File: config.mk
export PLATFORM = sky130hd
export DESIGN_NAME = multicycle_cu
export DESIGN_NICKNAME = d
export VERILOG_FILES = /design/src/rtl/multicycle_cu.sv
export SDC_FILE = /design/constraint.sdc
export NUM_CORES = 1
export LEC_CHECK = 0
export ABC_CLOCK_PERIOD_IN_PS = 2100
export CORE_MARGIN = 10
export CORE_UTILIZATION = 42
export DETAILED_ROUTE_END_ITERATION = 12
export GPL_ROUTABILITY_DRIVEN = 0
export PLACE_DENSITY = 0.77
export SYNTH_ARGS = -nofsm -noshare
export SYNTH_HDL_FRONTEND = slang
export SYNTH_SLANG_ARGS = --single-unit
File: constraint.sdc
create_clock -name clk -period 2.1 [get_ports clk]
set_input_delay 0.315 -clock clk [delete_from_list [all_inputs] [get_ports clk]]
set_output_delay 0.315 -clock clk [all_outputs]
set_load 0.03 [all_outputs]
File: src/rtl/multicycle_cu.sv
// Multicycle RISC-V control unit: Moore state decode with a Mealy branch strobe,
// a sticky illegal-instruction flag and a retired-instruction counter.
module multicycle_cu #(
  parameter int ALUC_W     = 3,
  parameter int ENABLE_LUI = 1,
  parameter int CNT_W      = 32
) (
  input  logic              clk,
  input  logic              rst,
  input  logic [6:0]        opcode,
  input  logic [2:0]        func3,
  input  logic [6:0]        func7,
  input  logic              zero,
  output logic              PCWrite,
  output logic              IRWrite,
  output logic              MemWrite,
  output logic              RegWrite,
  output logic              AdrSrc,
  output logic [1:0]        ALUSrcA,
  output logic [1:0]        ALUSrcB,
  output logic [1:0]        ResultSrc,
  output logic [ALUC_W-1:0] ALUControl,
  output logic [2:0]        ImmSrc,
  output logic              illegal,
  output logic [CNT_W-1:0]  instret,
  output logic [3:0]        state
);

  typedef enum logic [3:0] {
    S_FETCH    = 4'd0,
    S_DECODE   = 4'd1,
    S_MEMADR   = 4'd2,
    S_MEMREAD  = 4'd3,
    S_MEMWB    = 4'd4,
    S_MEMWRITE = 4'd5,
    S_EXECR    = 4'd6,
    S_EXECI    = 4'd7,
    S_ALUWB    = 4'd8,
    S_BRANCH   = 4'd9,
    S_JAL      = 4'd10,
    S_JALR     = 4'd11,
    S_LUI      = 4'd12,
    S_HALT     = 4'd15
  } state_t;

  localparam logic [6:0] OP_LOAD  = 7'b0000011;
  localparam logic [6:0] OP_STORE = 7'b0100011;
  localparam logic [6:0] OP_RTYPE = 7'b0110011;
  localparam logic [6:0] OP_ITYPE = 7'b0010011;
  localparam logic [6:0] OP_BR    = 7'b1100011;
  localparam logic [6:0] OP_JAL   = 7'b1101111;
  localparam logic [6:0] OP_JALR  = 7'b1100111;
  localparam logic [6:0] OP_LUI   = 7'b0110111;

  localparam logic [2:0] ALU_ADD = 3'b000;
  localparam logic [2:0] ALU_SUB = 3'b001;
  localparam logic [2:0] ALU_AND = 3'b010;
  localparam logic [2:0] ALU_OR  = 3'b011;
  localparam logic [2:0] ALU_SLT = 3'b101;

  localparam logic [2:0] IMM_I = 3'b000;
  localparam logic [2:0] IMM_S = 3'b001;
  localparam logic [2:0] IMM_B = 3'b010;
  localparam logic [2:0] IMM_J = 3'b011;
  localparam logic [2:0] IMM_U = 3'b100;

  localparam logic [1:0] SRCA_PC    = 2'b00;
  localparam logic [1:0] SRCA_OLDPC = 2'b01;
  localparam logic [1:0] SRCA_RD1   = 2'b10;
  localparam logic [1:0] SRCB_RD2   = 2'b00;
  localparam logic [1:0] SRCB_IMM   = 2'b01;
  localparam logic [1:0] SRCB_FOUR  = 2'b10;
  localparam logic [1:0] RES_ALUOUT = 2'b00;
  localparam logic [1:0] RES_DATA   = 2'b01;
  localparam logic [1:0] RES_ALURES = 2'b10;
  localparam logic [1:0] RES_IMM    = 2'b11;

  state_t             state_q, state_d;
  logic               illegal_q, illegal_d;
  logic [CNT_W-1:0]   instret_q, instret_d;

  logic               exec_ok;
  logic [2:0]         exec_alu;
  logic               br_ok;
  logic               br_take;
  logic [2:0]         br_alu;
  logic [2:0]         alu_op;

  // R/I arithmetic decode; only R-type constrains func7.
  always_comb begin
    exec_ok  = 1'b1;
    exec_alu = ALU_ADD;
    case (func3)
      3'b000:  exec_alu = (state_q == S_EXECR && func7[5]) ? ALU_SUB : ALU_ADD;
      3'b010:  exec_alu = ALU_SLT;
      3'b110:  exec_alu = ALU_OR;
      3'b111:  exec_alu = ALU_AND;
      default: exec_ok  = 1'b0;
    endcase
    if (state_q == S_EXECR && func7 != 7'b0000000 && func7 != 7'b0100000) begin
      exec_ok = 1'b0;
    end
    if (!exec_ok) begin
      exec_alu = ALU_ADD;
    end
  end

  // blt/bge reuse slt, so the zero flag means "not less than" for them.
  always_comb begin
    br_ok   = 1'b1;
    br_take = 1'b0;
    br_alu  = ALU_ADD;
    case (func3)
      3'b000: begin br_alu = ALU_SUB; br_take = zero;  end
      3'b001: begin br_alu = ALU_SUB; br_take = ~zero; end
      3'b100: begin br_alu = ALU_SLT; br_take = ~zero; end
      3'b101: begin br_alu = ALU_SLT; br_take = zero;  end
      default: br_ok = 1'b0;
    endcase
  end

  always_comb begin
    state_d = state_q;
    case (state_q)
      S_FETCH:  state_d = S_DECODE;
      S_DECODE: begin
        case (opcode)
          OP_LOAD, OP_STORE: state_d = S_MEMADR;
          OP_RTYPE:          state_d = S_EXECR;
          OP_ITYPE:          state_d = S_EXECI;
          OP_BR:             state_d = S_BRANCH;
          OP_JAL:            state_d = S_JAL;
          OP_JALR:           state_d = S_JALR;
          OP_LUI:            state_d = (ENABLE_LUI != 0) ? S_LUI : S_HALT;
          default:           state_d = S_HALT;
        endcase
      end
      S_MEMADR:   state_d = (opcode == OP_STORE) ? S_MEMWRITE : S_MEMREAD;
      S_MEMREAD:  state_d = S_MEMWB;
      S_MEMWB:    state_d = S_FETCH;
      S_MEMWRITE: state_d = S_FETCH;
      S_EXECR:    state_d = exec_ok ? S_ALUWB : S_HALT;
      S_EXECI:    state_d = exec_ok ? S_ALUWB : S_HALT;
      S_ALUWB:    state_d = S_FETCH;
      S_BRANCH:   state_d = br_ok ? S_FETCH : S_HALT;
      S_JAL:      state_d = S_FETCH;
      S_JALR:     state_d = S_ALUWB;
      S_LUI:      state_d = S_FETCH;
      S_HALT:     state_d = S_HALT;
      default:    state_d = S_HALT;
    endcase
  end

  // Datapath controls decoded from the current state; IR-derived fields are
  // stable after FETCH so DECODE/MEMADR/ALUWB may look at opcode directly.
  always_comb begin
    PCWrite   = 1'b0;
    IRWrite   = 1'b0;
    MemWrite  = 1'b0;
    RegWrite  = 1'b0;
    AdrSrc    = 1'b0;
    ALUSrcA   = SRCA_PC;
    ALUSrcB   = SRCB_RD2;
    ResultSrc = RES_ALUOUT;
    alu_op    = ALU_ADD;
    ImmSrc    = IMM_I;
    case (state_q)
      S_FETCH: begin
        IRWrite   = 1'b1;
        PCWrite   = 1'b1;
        ALUSrcA   = SRCA_PC;
        ALUSrcB   = SRCB_FOUR;
        ResultSrc = RES_ALURES;
      end
      S_DECODE: begin
        ALUSrcB = SRCB_IMM;
        if (opcode == OP_JALR) begin
          ALUSrcA = SRCA_RD1;
          ImmSrc  = IMM_I;
        end else begin
          ALUSrcA = SRCA_OLDPC;
          ImmSrc  = IMM_B;
        end
      end
      S_MEMADR: begin
        ALUSrcA = SRCA_RD1;
        ALUSrcB = SRCB_IMM;
        ImmSrc  = (opcode == OP_STORE) ? IMM_S : IMM_I;
      end
      S_MEMREAD: begin
        ResultSrc = RES_ALUOUT;
        AdrSrc    = 1'b1;
      end
      S_MEMWB: begin
        ResultSrc = RES_DATA;
        RegWrite  = 1'b1;
      end
      S_MEMWRITE: begin
        ResultSrc = RES_ALUOUT;
        AdrSrc    = 1'b1;
        MemWrite  = 1'b1;
      end
      S_EXECR: begin
        ALUSrcA = SRCA_RD1;
        ALUSrcB = SRCB_RD2;
        alu_op  = exec_alu;
      end
      S_EXECI: begin
        ALUSrcA = SRCA_RD1;
        ALUSrcB = SRCB_IMM;
        ImmSrc  = IMM_I;
        alu_op  = exec_alu;
      end
      S_ALUWB: begin
        RegWrite = 1'b1;
        if (opcode == OP_JALR) begin
          ALUSrcA   = SRCA_OLDPC;
          ALUSrcB   = SRCB_FOUR;
          ResultSrc = RES_ALURES;
        end else begin
          ResultSrc = RES_ALUOUT;
        end
      end
      S_BRANCH: begin
        ALUSrcA   = SRCA_RD1;
        ALUSrcB   = SRCB_RD2;
        ResultSrc = RES_ALUOUT;
        alu_op    = br_alu;
        PCWrite   = br_ok & br_take;
      end
      S_JAL: begin
        ALUSrcA   = SRCA_OLDPC;
        ALUSrcB   = SRCB_FOUR;
        ResultSrc = RES_ALUOUT;
        ImmSrc    = IMM_J;
        PCWrite   = 1'b1;
        RegWrite  = 1'b1;
      end
      S_JALR: begin
        ResultSrc = RES_ALUOUT;
        PCWrite   = 1'b1;
      end
      S_LUI: begin
        ImmSrc    = IMM_U;
        ResultSrc = RES_IMM;
        RegWrite  = 1'b1;
      end
      default: ;
    endcase
  end

  // An instruction retires when the FSM comes back to FETCH; HALT never returns.
  always_comb begin
    illegal_d = illegal_q | (state_d == S_HALT);
    instret_d = instret_q;
    if (state_d == S_FETCH && state_q != S_FETCH) begin
      instret_d = instret_q + CNT_W'(1);
    end
  end

  always_ff @(posedge clk or posedge rst) begin
    if (rst) begin
      state_q   <= S_FETCH;
      illegal_q <= 1'b0;
      instret_q <= '0;
    end else begin
      state_q   <= state_d;
      illegal_q <= illegal_d;
      instret_q <= instret_d;
    end
  end

  assign ALUControl = ALUC_W'(alu_op);
  assign illegal    = illegal_q;
  assign instret    = instret_q;
  assign state      = state_q;

endmodule

==> Word-level counts from Yosys, hierarchy flattened <==
Cells that the tools add are included.
{ "totals": {"register_bits": 37, "inputBits": 20, "output_inout_bits": 54, "word_cells": 87} }
{ "op_classes": {"n_addsub": 1, "n_eq_ne": 28, "muxes": 28, "bitwise_logic": 3, "reduce_logical": 24} }
{ "ops": {"columns": ["op", "n"], "rows": [
  ["32-bit by 1-bit adder with 32-bit output, second input constant", 1],
  ["4-bit one-hot mux with 8 select lines", 1],
  ["4-bit one-hot mux with 7 select lines", 1],
  ["4-bit equality test, second input constant", 6],
  ["3-bit one-hot mux with 4 select lines", 2],
  ["7-bit by 6-bit equality test with 1-bit output, second input constant", 3],
  ["7-bit equality test, second input constant", 3],
  ["4-bit by 3-bit equality test with 1-bit output, second input constant", 4],
  ["2-bit one-hot mux with 4 select lines", 2],
  ["2-bit OR reduction", 8],
  ["4-bit OR reduction", 4],
  ["3-bit equality test, second input constant", 4],
  ["3-bit one-hot mux with 2 select lines", 2],
  ["1-bit two-way mux", 10],
  ["3-bit two-way mux", 3],
  ["4-bit by 2-bit equality test with 1-bit output, second input constant", 2],
  ["4-bit logical NOT", 2],
  ["7-bit by 2-bit equality test with 1-bit output, second input constant", 1],
  ["7-bit by 5-bit equality test with 1-bit output, second input constant", 1],
  ["7-bit by 6-bit != test with 1-bit output, second input constant", 1],
  ["7-bit nonzero test", 1],
  ["2-bit two-way mux", 3],
  ["2-bit one-hot mux with 3 select lines", 1],
  ["3-bit OR reduction", 2],
  ["12 further kinds", 16]
]} }

==> Logic depth before layout (Yosys ltp) <==
Gate-level depths: netlist (run 1).
{ "depth": {"ltp_word": 8, "depth_mapped": 8, "depth_no_buf": 6} }

==> Worst setup path before layout (run 1) <==
No wires, ideal clock.
{ "synth_timing": {"path_kind": "flip-flop to output port", "start": "register state_q[1] (netlist: state[1])", "end": "output ALUSrcB[1]", "arrival_time_ns": 2.720, "required_time_ns": 1.785, "path_slack_ns": -0.935, "path_stages_with_launch": 5, "n_path_buf": 2, "cell_sequence": "dfrtp_1 -> buf_2 -> clkbuf_1 -> nor2_1 -> a2111oi_0"} }
{ "synth_between": {"elab_chain_cells": 3} }
{ "synth_lines": {"columns": ["element", "line", "rtl"], "rows": [
  ["start: declaration", "78", "state_t state_q, state_d;"],
  ["start signal: assignment", "267", "state_q <= state_d;"],
  ["4-bit by 1-bit equality test with 1-bit output (tied with other cells)", "167", "case (state_q)"],
  ["3-bit OR reduction (no source line) / 2-bit OR reduction (equally long branches)", null, null],
  ["2-bit one-hot mux with 3 select lines (*)", "167", null],
  ["end: declaration", "20", "output logic [1:0] ALUSrcB,"]
]} }
Every way passes the cells marked *; elsewhere a longest branch is shown, timed or not.

==> Final worst setup path (run 1) <==
{ "layout_timing": {"start": "register state_q[1] (netlist: state[1])", "end": "register instret_q[29] (netlist: instret[29])"} }
{ "layout_between": {"elab_chain_cells": 8} }
{ "layout_lines": {"columns": ["element", "line", "rtl"], "rows": [
  ["4-bit by 3-bit equality test with 1-bit output", "100, 124", null],
  ["1-bit logical AND (2 in a row)", "100", "if (state_q == S_EXECR && func7 != 7'b0000000 && func7 != 7'b0100000) begin"],
  ["1-bit two-way mux", "100", null],
  ["3-bit two-way mux", "142, 143", null],
  ["4-bit one-hot mux with 8 select lines", "124", "case (state_q)"],
  ["4-bit logical NOT", "256", "if (state_d == S_FETCH && state_q != S_FETCH) begin"],
  ["1-bit logical AND (*)", "256", null],
  ["end signal: assignment", "269", "instret_q <= instret_d;"],
  ["end: declaration", "80", "logic [CNT_W-1:0] instret_q, instret_d;"]
]} }
Marked as above.
A chain may end at the register's enable or synchronous reset.

==> run_results.csv, run 1 <==
group,metric,value,unit
status,status,"finished, violations left",
status,violations,"negative setup slack",
clocking,cts_hold_buf,0,
floorplan,fp.dieH,93.78,um
sta,rsz0062_at_grt,"yes",
logic_synthesis,synth_edf_count,0,
global_route,grt_pass1_wl,12.07,mm
clocking,cts_tree,"done",
clocking,clock_latency,0.30,ns
drt,vias_per_cell,5.715,
layout,diodes,0,
worst_hold_path,hold_class,"input pin to asynchronous set/reset pin",
logic_synthesis,syn_area_per_cell,8.964,um2
global_route,grt_overflow,0,
logic_synthesis,synth_seq_cells,37,
setup_path,r2r_start,"state[1]$_DFF_PP0_",
logic_synthesis,synth_area,2286,um2
layout,final_common_cell,"buf_4",
drt,drc,0,
floorplan,pin_count,74,
clocking,htree_levels,2,
sta,slew_violations,0,
floorplan,placementRows,26,
setup_path,worstPathMaxFanout,5,
setup_path,r2r_slack,-0.13,ns
flow_run,cap_viol_max_count,0,
clocking,cts.sinks,37,
global_route,antenna_found_initial,0,
floorplan,die_area,8794,um2
logic_synthesis,synth_flop_cell,"dfrtp_1",
setup_path,arrival,2.45,ns
sta,max-slew-margin-rel,60.05,%
global_route,grt_pass1_vias,2343,
logic_synthesis,yosysTopAreaCell,"dfrtp_1",
sta,worst_slack,-0.1269,ns
drt,drt-total-wl,9.241,mm
layout,area_delta_synth_final,79.15,%
clocking,cts_buffers,5,
logic_synthesis,yosys-top-cells-area,"dfrtp_1 (41%), xor2_1 (10%), nand2_1 (5.1%), nor3_1 (4.6%), nor2_1 (3.8%)",
setup_path,reg2reg_to,"instret[29]$_DFFE_PP0P_",
setup_path,start_kind,"flip-flop",
drt,routedWlPerCell,20.40,um
layout,nets,403,
logic_synthesis,synthCells,255,
logic_synthesis,yosysSeqAreaShare,40.50,%
clocking,cts_buffer_depth,2,
logic_synthesis,ys_async_sr_fraction,100.0,%
floorplan,die_x,93.78,um
logic_synthesis,synthesis.nets,276,
drt,drt_iter0_drc,155,
sta,final.setup.tns,-0.3760,ns
sta,fmax,0.4490,GHz
layout,drive_gt1_share,42.30,%
sta,fin_skew,0.007558,ns
drt,ant_nets,0,
setup_path,required,2.33,ns
setup_path,reg2reg_depth,7,
logic_synthesis,synth_cell_type_count,48,
setup_path,crit_type,"flip-flop to flip-flop",
placed_design,dp_hpwl,5.056,mm
sta,worst_pin_slew,0.5971,ns
floorplan,core-area,5205,um2
placed_design,post-place-cells,415,
setup_path,end_kind,"flip-flop",
sta,period_needed,2.227,ns
floorplan,initial_utilization,43.92,%
drt,vias,2589,
power,peakVddDrop,0.9952,mV
logic_synthesis,synth_warnings,0,
global_route,grt_max_degree,38,
layout,fin_cells,453,
clocking,cts_root_buf,"clkbuf_8",
power,p_leak,1.937,nW
logic_synthesis,synth_top_area_share,40.50,%
power,p_per_area,1312,nW/um2
sta,finalHoldViolations,0,
global_route,grt_use_total,16.93,%
clocking,path_clk_slew,0.08,ns
drt,detail_route.first_pass.iterations,4,
placed_design,io_buffers,73,
layout,layout_common_cells,"buf_4 (59), clkdlybuf4s50_1 (46), nand2_1 (28), xor2_1 (26), dfrtp_1 (26)",
sta,finalSetupViolCount,9,
sta,finalCritPeriodShare,106.0,%
[report_power, final]
group	internal, W	switching, W
clock network	0.000472	0.000280
registers	0.000829	0.000181
logic	0.00154	0.00208
total	0.00284	0.00254
[state kept, by name, summed over array words and instances, names as in the netlist]
name	flops
instret	32
state	4
illegal	1
[worst max-delay path: stages, from the launching register on]
cell,delay [ns]
dfrtp_2,0.42
buf_6,0.15
nor4_4,0.05
or4_4,0.47
nor4_4,0.29
nand4_4,0.22
nor4_4,0.35
xor2_1,0.18
[cell families after synthesis]
kind of cell | synth area share [%]
compound gates | 8.594
xor+xnor | 13.03
fa+ha+maj | 0.5473
buf+inv | 4.488
flops | 40.50
mux | 0.4926
simple gates | 32.35
[cells in the mapped netlist (all sizes together), types with 2 or more instances]
cell     count
nand2       31
o22ai        2
clkbuf       8
or3          4
nor3        21
nor2b        3
xor2        26
inv         12
and3         3
nor3b        3
a2111oi      2
a21oi        8
nor4        11
nand3b       2
nor2        23
or2          2
nand4        4
or4          2
o211ai       2
xnor2        8
buf          5
nand3       11
nand4b       2
nand2b       2
and3b        2
dfrtp       37
a22oi        2
o21ai        2
[how the worst max path moves through the flow]
stage | to | slack [ns] | startpoint
after detailed placement | instret[29]$_DFFE_PP0P_ | -0.49 | opcode[6]
after CTS | instret[29]$_DFFE_PP0P_ | -0.06 | opcode[4]
after global placement | instret[17]$_DFFE_PP0P_ | -0.42 | opcode[6]
after floorplan | ImmSrc[0] | -0.33 | state[0]$_DFF_PP0_
after global routing | instret[29]$_DFFE_PP0P_ | -0.22 | state[1]$_DFF_PP0_
final | instret[29]$_DFFE_PP0P_ | -0.13 | state[1]$_DFF_PP0_
[what timing repair did]
item	4_1_cts	5_1_grt
setup buffers	11	16
setup endpoints to repair	41	41
gates cloned	2	1
resized for setup	34	69
pin swaps	8	33
[per-layer routing]
layer | global-route usage (%) | routed length [um] | vias to the layer above | share of wire (%)
met5 | 0 | 0 | - | 0
met4 | 5.570 | 354 | 0 | 3.8
met3 | 4.157 | 738 | 31 | 8.0
met2 | 27.30 | 4435 | 143 | 48
met1 | 21.55 | 3712 | 1254 | 40
li1 | - | - | 1161 | -
[cell type report]
type                    instances  area, um2
well taps                      70      87.58
multi-input cells             193       1670
inverters                      12      48.80
fillers                       298       1110
clock inverters                 3      65.06
clock buffers                   5      68.82
flip-flops and latches         37      939.7
repair buffers                133       1215
[metrics by stage]
stage               worst slack [ns]  hold slack [ns]  total power, W  instance area (um2)  utilization [%]
finish                       -0.1269           0.4107        0.005374                 4095            78.68
global route                 -0.2165           0.4570        0.005577                 4095            78.68
CTS                         -0.06446           0.4410        0.004670                 3687            70.84
detailed placement           -0.4902           0.4581        0.003431                 3348            64.33
global placement             -0.4230           0.4701        0.003392                 3348            64.33
floorplan                    -0.3339           0.4939        0.002548                 2397                -
Note: power is estimated with default switching activity, not from simulation.
==> run 2: changes to the inputs <==
Settings changed: ABC_CLOCK_PERIOD_IN_PS 2100 to 2300, CORE_UTILIZATION 42 to 46, PLACE_DENSITY 0.77 to not set, PLACE_DENSITY_LB_ADDON set to 0.12.
Clock period 2.1 ns to 2.3 ns, I/O delays scaled along.
==> run_results.csv, run 2 (same netlist as run 1, synthesis figures left out) <==
group,metric,value,unit
drt,vias_per_cell,5.258,
global_route,grt_pass1_wl,10.70,mm
floorplan,die_area,8189,um2
global_route,grt_max_degree,38,
power,p_per_area,1050,nW/um2
status,status,"complete, no violations",
setup_path,reg2reg_to,"instret[1]$_DFFE_PP0P_",
setup_path,r2r_start,"state[1]$_DFF_PP0_",
setup_path,worstPathMaxFanout,10,
worst_hold_path,hold_class,"input pin to asynchronous set/reset pin",
global_route,antenna_found_initial,0,
floorplan,fp.dieH,90.50,um
sta,period_needed,2.277,ns
drt,drc,0,
global_route,busiest_layer,"met2",
placed_design,dp_hpwl,4.824,mm
global_route,use_met2,24.46,%
floorplan,initial_utilization,48.08,%
floorplan,core-area,4755,um2
setup_path,r2r_slack,0.10,ns
layout,fill_cells,375,
drt,routedWlPerCell,15.52,um
global_route,met3_usage,5.569,%
sta,fmax,0.4391,GHz
clocking,cts.sinks,37,
flow_run,cap_viol_max_count,0,
drt,vias,2240,
power,p_leak,1.687,nW
sta,fin_skew,0.007150,ns
layout,seq_area,929.6,um2
setup_path,start_kind,"flip-flop",
drt,drt_iter0_drc,73,
clocking,cts_root_buf,"clkbuf_8",
setup_path,crit_type,"flip-flop to output pin",
setup_path,end_kind,"output pin",
clocking,cts_buffer_depth,2,
layout,multi_input_area,1363,um2
layout,diodes,0,
sta,finalHoldViolations,0,
power,peakVddDrop,0.7312,mV
layout,drive_gt1_share,24.51,%
sta,finalSetupViolCount,0,
layout,nets,379,
sta,max-slew-margin-rel,61.24,%
setup_path,required,1.96,ns
global_route,grt_overflow,0,
clocking,path_clk_slew,0.07,ns
layout,utilization,74.32,%
drt,detail_route.first_pass.iterations,4,
layout,final_common_cell,"clkdlybuf4s50_1",
sta,final.setup.tns,0,ns
layout,area_delta_synth_final,54.57,%
global_route,grt_pass1_vias,2176,
global_route,gr-usage-met1,19.21,%
clocking,clock_latency,0.29,ns
setup_path,arrival,1.93,ns
global_route,grt_use_total,15.45,%
floorplan,die_x,90.50,um
placed_design,io_buffers,73,
clocking,cts_buffers,5,
layout,largest_reg_flops,32,
sta,finalCritPeriodShare,99.01,%
floorplan,pin_count,74,
floorplan,placementRows,25,
layout,layout_common_cells,"clkdlybuf4s50_1 (51), buf_4 (42), dfrtp_1 (34), nand2_1 (31), xor2_1 (26)",
sta,rsz0062_at_grt,"yes",
clocking,htree_levels,2,
sta,worst_pin_slew,0.5800,ns
setup_path,reg2reg_depth,7,
clocking,cts_tree,"done",
drt,drt-total-wl,6.613,mm
sta,slew_violations,0,
drt,ant_nets,0,
[run 2: per-stage QoR]
step                      hold slack, ns  power (W)  setup slack, ns  instances  instance area, um2
after floorplan                   0.5245   0.002253         -0.01944        255                2325
after global placement            0.4611   0.003046          -0.2349        407                3256
after detailed placement          0.4651   0.003079          -0.3176        407                3256
after CTS                         0.4763   0.003550         0.002896        418                3368
after global routing              0.4988   0.003926         -0.02440        426                3533
final                             0.4506   0.003710          0.02286        426                3533
[run 2: area by class of cell]
cell class | instances | share of cell area, %
inverter | 12 | 1.381
sequential | 37 | 26.31
timing repair buffer | 109 | 29.04
clock buffer | 6 | 2.054
clock inverter | 2 | 0.2833
multi-input combinational | 193 | 38.56
tap | 67 | 2.373
[run 2: per-layer routing]
layer | up-vias | wire length, um
met5 | - | 0
met2 | 73 | 3168
li1 | 1103 | -
met1 | 1058 | 2980
met3 | 6 | 400
met4 | 0 | 63
[run 2: worst max path at each step]
stage | from | end | depth (start not counted)
after CTS | state[2]$_DFF_PP0_ | ALUControl[0] | 7
after floorplan | state[0]$_DFF_PP0_ | ResultSrc[1] | 3
after global routing | instret[11]$_DFFE_PP0P_ | instret[29]$_DFFE_PP0P_ | 6
after global placement | opcode[6] | instret[29]$_DFFE_PP0P_ | 8
after detailed placement | opcode[6] | instret[13]$_DFFE_PP0P_ | 8
final | state[2]$_DFF_PP0_ | PCWrite | 7
[run 2: power breakdown]
group          internal, W  leakage, nW  switching (W)
clock network     0.000210       0.0450       0.000227
logic             0.000978         1.16        0.00144
registers         0.000752        0.478      0.0000994
[run 2: worst max-delay path, stage by stage, from the launching register on]
cell        delay (ns)
dfrtp_2           0.43
buf_12            0.15
clkinvlp_4        0.12
buf_4             0.13
nand2_1           0.07
or3_4             0.38
o22ai_2           0.18
buf_4             0.18
[run 2: timing repair]
| item | CTS | global route |
|---|---|---|
| pin swaps | 1 | 3 |
| setup buffers | 3 | 8 |
| resized for setup | 9 | 25 |
| endpoints found under the setup margin | 11 | 25 |
| hold buffers | 0 | 0 |
==> run 3: changes to the inputs <==
--- a/config.mk
+++ b/config.mk
@@ -9,3 +9,3 @@
 export CORE_MARGIN = 10
-export CORE_UTILIZATION = 46
+export CORE_UTILIZATION = 30
 export DETAILED_ROUTE_END_ITERATION = 12
==> constraint.sdc (replaced) <==
create_clock -name clk -period 2.3 [get_ports clk]
set_input_delay 0.23 -clock clk [delete_from_list [all_inputs] [get_ports clk]]
set_output_delay 0.23 -clock clk [all_outputs]
set_load 0.03 [all_outputs]
==> run_results.csv, run 3 (same netlist as run 1, synthesis figures left out) <==
group,metric,value,unit
floorplan,core-area,7331,um2
global_route,grt_pass1_vias,2141,
layout,nets,368,
sta,finalSetupViolCount,0,
sta,worst_slack,0.1283,ns
sta,fin_skew,0.005670,ns
clocking,cts_tree,"done",
global_route,grt_max_degree,38,
worst_hold_path,hold_class,"input pin to asynchronous set/reset pin",
setup_path,arrival,1.94,ns
clocking,clock_latency,0.29,ns
setup_path,critPathSlowestCell,"clkdlybuf4s50_1",
setup_path,cp_num_buf_inv,2,
power,fin_total_pwr,0.003623,W
setup_path,end_kind,"output pin",
drt,vias_per_cell,4.740,
drt,drt-total-wl,6.440,mm
placed_design,place_ws,-0.1838,ns
power,pwr-share-seq,24.3,%
global_route,grt_pass1_wl,10.90,mm
floorplan,die_area,11510,um2
setup_path,reg2reg_depth,6,
sta,worst_pin_slew,0.5395,ns
drt,ant_nets,0,
power,p_clk_share,16.2,%
setup_path,worstPathMaxFanout,7,
clocking,cts_hold_buf,0,
global_route,grt_use_total,11.43,%
layout,largest_reg_flops,32,
sta,fmax,0.4605,GHz
power,pwr-share-comb,59.5,%
setup_path,slowest_delay,0.67,ns
floorplan,die_x,107.3,um
status,status,"complete, no violations",
drt,detail_route.first_pass.iterations,4,
global_route,antenna_found_initial,0,
layout,area_delta_synth_final,49.70,%
drt,vias,2119,
setup_path,critPathTopFamily,"buffers and inverters",
flow_run,cap_viol_max_count,0,
power,switching_power,0.001675,W
power,p_per_area,1059,nW/um2
clocking,cts_buffers,5,
clocking,path_clk_slew,0.07,ns
layout,final_common_cell,"clkdlybuf4s50_1",
sta,max-slew-margin-rel,63.95,%
sta,rsz0062_at_grt,"no",
setup_path,start_kind,"flip-flop",
sta,period_needed,2.172,ns
power,internal_power,0.001948,W
clocking,cts_setup_buffers,0,
layout,layout_common_cells,"clkdlybuf4s50_1 (59), dfrtp_1 (34), buf_4 (33), nand2_1 (31), xor2_1 (26)",
setup_path,crit_cells,3,
layout,seq_area,929.6,um2
placed_design,io_buffers,73,
sta,slew_violations,0,
layout,multi_input_area,1294,um2
layout,drive_gt1_share,18.39,%
floorplan,initial_utilization,31.18,%
floorplan,fp.dieH,107.3,um
placed_design,dp_hpwl,4.937,mm
drt,drt_iter0_drc,75,
global_route,grt_overflow,0,
setup_path,cp_cell_sequence,"nor4_2 > buf_4 > clkdlybuf4s50_1",
layout,diodes,0,
power,p_leak,1.579,nW
clocking,cts_root_buf,"clkbuf_8",
layout,fill_cells,679,
sta,finalCritPeriodShare,94.42,%
setup_path,required,2.07,ns
drt,routedWlPerCell,14.41,um
power,peakVddDrop,0.7241,mV
drt,drc,0,
power,switching_share,46.22,%
setup_path,crit_type,"flip-flop to output pin",
sta,finalHoldViolations,0,
clocking,cts.sinks,37,
floorplan,placementRows,31,
clocking,cts_buffer_depth,2,
clocking,htree_levels,2,
floorplan,pin_count,74,
-- run 3: changes by cell type in the layout (fill, tap and decap cells not counted), sizes merged --
| cell | change |
|---|---|
| bufinv | +1 |
| dlymetal6s2s | -5 |
| clkinv | -2 |
| clkdlybuf4s15 | -1 |
| clkdlybuf4s50 | +8 |
| inv | +1 |
| buf | -12 |
| clkbuf | -1 |
-- run 3: area by class of cell --
type / instances / area share (%)
clock buffers: 6 / 2.413
clock inverters: 2 / 1.097
inverters: 12 / 1.316
multi-input cells: 193 / 37.81
flip-flops and latches: 37 / 27.17
well taps: 99 / 3.620
repair buffers: 98 / 26.58
-- run 3: worst paths after layout --
check	end	slack [ns]	from
min	instret[0]$_DFFE_PP0P_	0.34	rst
max reg2reg	instret[28]$_DFFE_PP0P_	0.21	instret[5]$_DFFE_PP0P_
max in group asynchronous	state[2]$_DFF_PP0_	1.61	rst
max	IRWrite	0.13	state[3]$_DFF_PP0_
min in group clk	instret[31]$_DFFE_PP0P_	0.49	instret[31]$_DFFE_PP0P_
min reg2reg	instret[31]$_DFFE_PP0P_	0.49	instret[31]$_DFFE_PP0P_
-- run 3: worst register-to-register path: stages (launching register included) --
cell and delay [ns]:
dfrtp_1 0.42, nand4_2 0.14, or3_1 0.43, nor4_4 0.45, nand4_2 0.21, nor4_2 0.20
xor2_1 0.16
-- run 3: power groups by stage --
stage	clock network [W]	logic (W)	registers, W
2_1_floorplan	0	0.00120	0.00103
3_3_place_gp	0	0.00220	0.000892
3_5_place_dp	0	0.00219	0.000890
4_1_cts	0.000608	0.00218	0.000880
5_1_grt	0.000638	0.00234	0.000901
6_report	0.000589	0.00216	0.000879
-- run 3: stage by stage --
stage               instance area [um2]  setup TNS (ns)  instances  utilization [%]  hold WS, ns
floorplan                          2310        -0.09156        255                -       0.4095
global placement                   3284          -1.879        439            44.80       0.4655
detailed placement                 3284          -2.824        439            44.80       0.4759
CTS                                3401               0        447            46.39       0.3522
global route                       3422               0        447            46.68       0.3841
finish                             3422               0        447            46.68       0.3418
-- run 3: timing repair --
item,in CTS,in global routing
endpoints found under the hold margin,0,0
setup endpoints to repair,3,11
pin swaps,0,1
resized for setup,3,5
-- run 3: metal layers --
metal / up-vias / global-route usage [%] / wire, um
li1: 1076 / - / -
met1: 977 / 15.49 / 3055
met2: 59 / 16.49 / 2793
met3: 7 / 4.251 / 530
met4: 0 / 3.191 / 61
met5: - / 0 / 0
